$ cat config.mk
export PLATFORM = sky130hd
export DESIGN_NAME = master_spi
export DESIGN_NICKNAME = d
export VERILOG_FILES = /design/src/rtl/spi_pkg.sv /design/src/rtl/spi_clk_gen.sv /design/src/rtl/master_spi.sv
export SDC_FILE = /design/constraint.sdc
export NUM_CORES = 1
export LEC_CHECK = 0
export BUFFER_PORTS_ARGS = -buffer_cell sky130_fd_sc_hd__buf_2
export CAP_MARGIN = 5
export CORE_MARGIN = 10
export CORE_UTILIZATION = 32
export CTS_CLUSTER_SIZE = 24
export DETAILED_ROUTE_END_ITERATION = 8
export HOLD_SLACK_MARGIN = 0.1
export PLACE_DENSITY = 0.6
export RECOVER_POWER = 50
export SLEW_MARGIN = 20
export SYNTH_ARGS = -nofsm -noshare
export SYNTH_HDL_FRONTEND = slang
export SYNTH_SLANG_ARGS = --single-unit
export TNS_END_PERCENT = 5
$ cat constraint.sdc
create_clock -name clk -period 1.8 [get_ports clk]
set_input_delay 0.18 -clock clk [delete_from_list [all_inputs] [get_ports clk]]
set_output_delay 0.18 -clock clk [all_outputs]
set_load 0.1 [all_outputs]
$ cat src/rtl/spi_pkg.sv
// -----------------------------------------------------------------------------
// spi_pkg
// Shared definitions for the byte-oriented SPI master.
//   spi_state_t    : FSM states of the master (IDLE, SETUP, XFER, HOLD)
//   MODE0..MODE3   : SPI mode constants encoded as {cpol, cpha}
//   edge_is_sample : tells whether a given sclk edge is the miso sampling edge
// -----------------------------------------------------------------------------
package spi_pkg;

    typedef enum logic [1:0] {
        IDLE  = 2'd0,
        SETUP = 2'd1,
        XFER  = 2'd2,
        HOLD  = 2'd3
    } spi_state_t;

    // SPI modes, {cpol, cpha}
    localparam logic [1:0] MODE0 = 2'b00;
    localparam logic [1:0] MODE1 = 2'b01;
    localparam logic [1:0] MODE2 = 2'b10;
    localparam logic [1:0] MODE3 = 2'b11;

    // cpha=0 samples on the leading edge, cpha=1 on the trailing edge.
    // The other edge of each pair is the one that drives mosi.
    function automatic logic edge_is_sample(input logic i_cpha, input logic i_leading);
        return i_leading ^ i_cpha;
    endfunction

endpackage

$ cat src/rtl/spi_clk_gen.sv
// -----------------------------------------------------------------------------
// spi_clk_gen
// Divider that paces the SPI master. While enabled it counts CLK_DIV clk cycles
// and raises a one-cycle strobe at the end of each period. A phase bit flips on
// every strobe so the master knows whether a strobe is a leading or a trailing
// sclk edge. Disabling the block clears both counter and phase, so the first
// strobe after enable is always a leading edge, CLK_DIV cycles later.
// Ports:
//   clk        in   system clock
//   rst        in   synchronous active-high reset
//   i_en       in   count enable (master busy)
//   o_strobe   out  one-cycle pulse at the end of each CLK_DIV period
//   o_leading  out  1 when the current strobe is a leading edge
// -----------------------------------------------------------------------------
module spi_clk_gen #(
    parameter int CLK_DIV = 4
) (
    input  logic clk,
    input  logic rst,
    input  logic i_en,
    output logic o_strobe,
    output logic o_leading
);

    localparam int CW = (CLK_DIV > 1) ? $clog2(CLK_DIV) : 1;
    localparam logic [CW-1:0] LAST_CNT = CW'(CLK_DIV - 1);

    logic [CW-1:0] r_cnt;
    logic          r_phase;

    always_ff @(posedge clk) begin
        if (rst || !i_en) begin
            r_cnt   <= '0;
            r_phase <= 1'b0;
        end else if (r_cnt == LAST_CNT) begin
            r_cnt   <= '0;
            r_phase <= ~r_phase;
        end else begin
            r_cnt   <= r_cnt + CW'(1);
        end
    end

    assign o_strobe  = i_en && (r_cnt == LAST_CNT);
    assign o_leading = ~r_phase;

endmodule

$ cat src/rtl/master_spi.sv
// -----------------------------------------------------------------------------
// master_spi
// Byte-oriented SPI master, modes 0-3, MSB first, one transfer per start.
// A transfer is SETUP (CLK_DIV cycles, ss_n low), XFER (2*DATA_W sclk edges,
// one per CLK_DIV cycles, the first one at the end of SETUP) and HOLD
// (CLK_DIV cycles, ss_n already high). busy is high for
// CLK_DIV*(2*DATA_W+2) cycles.
// Ports:
//   clk       in   system clock
//   rst       in   synchronous active-high reset, aborts any transfer
//   start     in   transfer request, only looked at while idle
//   cpol      in   sclk idle level, latched at start
//   cpha      in   sample edge select, latched at start
//   tx_data   in   word to send, latched at start
//   rx_data   out  last received word, updated with rx_valid
//   rx_valid  out  one-cycle pulse when rx_data is updated
//   busy      out  transfer in progress
//   ss_n      out  slave select, active low
//   sclk      out  SPI clock
//   mosi      out  master out
//   miso      in   master in (used without synchroniser)
// -----------------------------------------------------------------------------
module master_spi
    import spi_pkg::*;
#(
    parameter int DATA_W  = 8,
    parameter int CLK_DIV = 4
) (
    input  logic              clk,
    input  logic              rst,
    input  logic              start,
    input  logic              cpol,
    input  logic              cpha,
    input  logic [DATA_W-1:0] tx_data,
    output logic [DATA_W-1:0] rx_data,
    output logic              rx_valid,
    output logic              busy,
    output logic              ss_n,
    output logic              sclk,
    output logic              mosi,
    input  logic              miso
);

    localparam int NUM_EDGES = 2 * DATA_W;
    localparam int EW        = $clog2(NUM_EDGES);
    localparam logic [EW-1:0] LAST_EDGE = EW'(NUM_EDGES - 1);

    generate
        if (CLK_DIV < 2) begin : g_bad_clk_div
            $error("master_spi: CLK_DIV must be >= 2");
        end
        if (DATA_W < 2) begin : g_bad_data_w
            $error("master_spi: DATA_W must be >= 2");
        end
    endgenerate

    spi_state_t        r_state, w_state_next;
    logic [DATA_W-1:0] r_shift, w_shift_next;
    logic [DATA_W-1:0] r_rx_data, w_rx_data_next;
    logic              r_rx_valid, w_rx_valid_next;
    logic              r_ss_n, w_ss_n_next;
    logic              r_sclk, w_sclk_next;
    logic              r_mosi, w_mosi_next;
    logic              r_cpol, w_cpol_next;
    logic              r_cpha, w_cpha_next;
    logic [EW-1:0]     r_edge_cnt, w_edge_cnt_next;

    logic w_clk_en;
    logic w_strobe;
    logic w_leading;
    logic w_do_edge;

    assign w_clk_en = (r_state != IDLE);

    spi_clk_gen #(
        .CLK_DIV (CLK_DIV)
    ) u_clk_gen (
        .clk       (clk),
        .rst       (rst),
        .i_en      (w_clk_en),
        .o_strobe  (w_strobe),
        .o_leading (w_leading)
    );

    // State register and datapath registers
    always_ff @(posedge clk) begin
        if (rst) begin
            r_state    <= IDLE;
            r_shift    <= '0;
            r_rx_data  <= '0;
            r_rx_valid <= 1'b0;
            r_ss_n     <= 1'b1;
            r_sclk     <= 1'b0;
            r_mosi     <= 1'b0;
            r_cpol     <= 1'b0;
            r_cpha     <= 1'b0;
            r_edge_cnt <= '0;
        end else begin
            r_state    <= w_state_next;
            r_shift    <= w_shift_next;
            r_rx_data  <= w_rx_data_next;
            r_rx_valid <= w_rx_valid_next;
            r_ss_n     <= w_ss_n_next;
            r_sclk     <= w_sclk_next;
            r_mosi     <= w_mosi_next;
            r_cpol     <= w_cpol_next;
            r_cpha     <= w_cpha_next;
            r_edge_cnt <= w_edge_cnt_next;
        end
    end

    // Next-state and datapath logic
    always_comb begin
        w_state_next    = r_state;
        w_shift_next    = r_shift;
        w_rx_data_next  = r_rx_data;
        w_rx_valid_next = 1'b0;
        w_ss_n_next     = r_ss_n;
        w_sclk_next     = r_sclk;
        w_mosi_next     = r_mosi;
        w_cpol_next     = r_cpol;
        w_cpha_next     = r_cpha;
        w_edge_cnt_next = r_edge_cnt;
        w_do_edge       = 1'b0;

        case (r_state)
            IDLE: begin
                if (start) begin
                    w_state_next    = SETUP;
                    w_shift_next    = tx_data;
                    w_cpol_next     = cpol;
                    w_cpha_next     = cpha;
                    w_sclk_next     = cpol;
                    w_ss_n_next     = 1'b0;
                    w_edge_cnt_next = '0;
                    // cpha=0 needs the MSB on the wire before the first
                    // (sampling) edge; cpha=1 drives it on that edge instead.
                    if (!cpha) begin
                        w_mosi_next = tx_data[DATA_W-1];
                    end
                end
            end

            SETUP: begin
                // The strobe that ends SETUP is sclk edge 0.
                if (w_strobe) begin
                    w_state_next = XFER;
                    w_do_edge    = 1'b1;
                end
            end

            XFER: begin
                // r_edge_cnt is the index of the last edge issued; the strobe
                // after the final edge closes the last half-period.
                if (w_strobe) begin
                    if (r_edge_cnt == LAST_EDGE) begin
                        w_state_next    = HOLD;
                        w_ss_n_next     = 1'b1;
                        w_rx_valid_next = 1'b1;
                        w_rx_data_next  = r_shift;
                    end else begin
                        w_edge_cnt_next = r_edge_cnt + EW'(1);
                        w_do_edge       = 1'b1;
                    end
                end
            end

            HOLD: begin
                if (w_strobe) begin
                    w_state_next = IDLE;
                end
            end

            default: begin
                w_state_next = IDLE;
                w_ss_n_next  = 1'b1;
                w_sclk_next  = r_cpol;
            end
        endcase

        // One sclk edge: sampling edges shift miso into the LSB, the other
        // edges put the current MSB of the shift register onto mosi.
        if (w_do_edge) begin
            w_sclk_next = ~r_sclk;
            if (edge_is_sample(r_cpha, w_leading)) begin
                w_shift_next = {r_shift[DATA_W-2:0], miso};
            end else begin
                w_mosi_next = r_shift[DATA_W-1];
            end
        end
    end

    assign rx_data  = r_rx_data;
    assign rx_valid = r_rx_valid;
    assign busy     = (r_state != IDLE);
    assign ss_n     = r_ss_n;
    assign sclk     = r_sclk;
    assign mosi     = r_mosi;

endmodule
==> impl_results.md <==
* Peak VDD IR at 0.536 mV
* Clock slew at reported path FFs at 0.07 ns
* CTS tree: yes
* Placed inst area at 0.00173 mm^2
* First-pass iteration count of the detailed router at 3
* IO Port Bufs at 26
* Cell Count, Final, Fillers Out at 232
* Combinational Power Share at 0.424
* Die Ht at 87.9 um
* Worst R2R Start: r_state[1]
* Critical Path AT at 1.86 ns
* Util after Layout at 0.421
* Most numerous cell in the Yosys netlist: dfxtp_1
* Synthesized cell area at 0.00148 mm^2
* HP Class: in -> reg
* Synth top area cells: dfxtp_1, mux2i_1, a211oi_2
* Synth Register Bits at 30
* Area delta synth->final at 26.0%
* Worst-Skew Late Latency at 0.28 ns
* Die Wd at 87.9 um
* Power Total at 0.00264 W
* Worst Path Class, Setup: reg -> reg
* Overall routed net length at 3360 um
* Synth warn at 0
* Final setup fails at 0
* Mean Syn Cell Area at 10.1 um^2
* Routed wire per std cell at 14.5 um
* Setup Fix Bufs, Post-CTS at 0
* Routability cong. at 0.852
* CP max FO at 9
* Fmax at 591 MHz
* Fill count at 448
* Grt total ovfl at 0
* Psw at 0.00100 W
* Worst hold margin at 0.183 ns
* Cell variety after synth at 39
* Gr usage total at 0.0920
* Hold Startpoint: cpha
* PwrDens at 1420 mW/mm^2
* Core Region at 0.00441 mm^2
* CTS buffer count at 5
* Syn_nets at 167
* DR vias at 1157
* Final min period at 1.69 ns
* First-pass GRT wire length at 5590 um
* Status: finished, final reports clean
* Dpl cells at 225
* Nets@finish at 201
* # H-tree levels at 2
* Fin area at 0.00186 mm^2
* Slew headroom at 0.635
* Standard-cell rows at 24
* Sw Ratio at 0.380
* EDFF count, synth at 0
* DRT antenna net count at 0
* Endpoint class of the critical path: flip-flop
* CTS Sinks at 30
* # Max-Cap Violations at 0
* Die ar. at 0.00773 mm^2
* LEAKAGE at 0.785 nW
* HPWL Detailed at 2430 um
* Clk pwr share at 0.266
* Layout cells sized above 1 at 0.322
* Flop pwr share at 0.310
* Measured slew at the worst slew-check pin at 0.550 ns
* Data required, critical path at 1.97 ns
* DR DRC count at 0
* Startpoint Class: flip-flop
* Sequential area share after synthesis at 0.407
* Internal at 0.00164 W
* N_diodes at 0
* Number of I/O pins at 27
* Synth top area share at 0.407
* Hold Fails Final Rpt at 0
* Largest net degree at the start of global routing at 21
* Slew Limit Fails at 0
* Maximum clock path buffer count at 2
* Most used DFF post-synth: dfxtp_1
* Synth async-reset ratio at 0
* Mapped Cells at 146
* Crit path from: r_state[1]
* Initial antenna violation count at 0
* Fin crit share at 0.940
* Post-synth top cells: dfxtp_1, mux2i_1, nor3_1
* Root Buffer: clkbuf_8
* Initial Utilization at 0.334
* Most area-hungry cell type in the Yosys netlist: dfxtp_1
* Drt via density at 4.99
* DRT iter0 DRCs at 51
* Number of global-route vias before repair at 1170
* Fin Clk Skew at 0.00610 ns
-- per-stage QoR --
stage	setup slack [ns]	TNS (ns)
floorplan	0.150	0
global placement	0.0983	0
detailed placement	0.0269	0
CTS	0.00920	0
global route	-0.00482	-0.00482
finish	0.108	0
-- cell type report --
| cell class | count | area [um^2] | share of cell area |
|---|---|---|---|
| Clock inverter | 1 | 30.0 | 0.0161 |
| Multi-Input combinational cell | 103 | 828 | 0.445 |
| Inverter | 5 | 18.8 | 0.0101 |
| Tap cell | 52 | 65.1 | 0.0350 |
| Sequential cell | 30 | 602 | 0.323 |
| Timing Repair Buffer | 35 | 234 | 0.126 |
| Clock buffer | 6 | 82.6 | 0.0444 |
-- repair_timing --
item | in CTS | in global routing
hold buffers | 0 | 0
setup endpoints to repair | 0 | 18
gates resized for setup | 0 | 6
-- flip-flops by register name, summed over array words and instances (netlist names) --
register	count
r_cpha	1
u_clk_gen.r_cnt	2
ss_n	1
r_shift	8
mosi	1
rx_valid	1
u_clk_gen.r_phase	1
r_state	2
rx_data	8
r_edge_cnt	4
sclk	1
-- path summary, 6_finish.rpt --
| check | endpoint | slack, ns | depth (start not counted) |
|---|---|---|---|
| worst max-delay path | rx_data[5] | 0.11 | 7 |
| worst min-delay path | r_cpha | 0.18 | 3 |
| worst max register to register | rx_data[5] | 0.11 | 7 |
| worst min register to register | u_clk_gen.r_cnt[0] | 0.45 | 1 |
-- logic make-up (layout without fill, tap and decap cells) --
group / count (synthesis) / count (layout) / share of synthesized area
AO/OA/AOI/OAI: 24 / 24 / 0.141
XOR/XNOR: 4 / 4 / 0.0237
adder cells (fa/ha/maj): 7 / 7 / 0.0593
buffers and inverters: 13 / 47 / 0.0475
flip-flops: 30 / 30 / 0.407
multiplexers: 17 / 17 / 0.115
AND/OR/NAND/NOR: 51 / 51 / 0.207
-- critical path, cell delays in order, from the launching register on --
cell,delay [ns]
dfxtp_2,0.36
inv_1,0.08
ha_1,0.23
or2b_4,0.30
nor3_4,0.20
buf_12,0.17
mux2i_1,0.19
nor2_1,0.05
-- per-layer routing --
layer  vias to the layer above  track usage  part of all wire
met5                         -            0                 0
met4                         0       0.0652             0.027
met3                         4       0.0214             0.025
met2                        15        0.143              0.49
met1                       545        0.109              0.46
li1                        593            -                 -
-- cell usage in the layout (no fill, tap or decap), types with 2 or more instances in the layout --
cell type and instances:
a211oi_2 8, a21oi_1 7, and3b_1 2, buf_12 3, buf_2 13, buf_4 6
clkbuf_2 12, clkbuf_8 6, dfxtp_1 29, ha_1 7, inv_1 5, mux2i_1 17
nand2_1 4, nand2b_1 2, nand3_1 3, nand4_1 2, nor2_1 11, nor2b_1 2
nor3_1 12, nor4_1 2, xor2_1 3
-- power groups by stage --
stage	logic, W	registers [W]	clock network [W]
final	0.00112	0.000820	0.000703
after global routing	0.00121	0.000831	0.000749
after CTS	0.00111	0.000815	0.000720
after detailed placement	0.00111	0.000829	0
after global placement	0.00110	0.000827	0
after floorplan	0.000655	0.000925	0
Power figures use the tool's default switching activity.
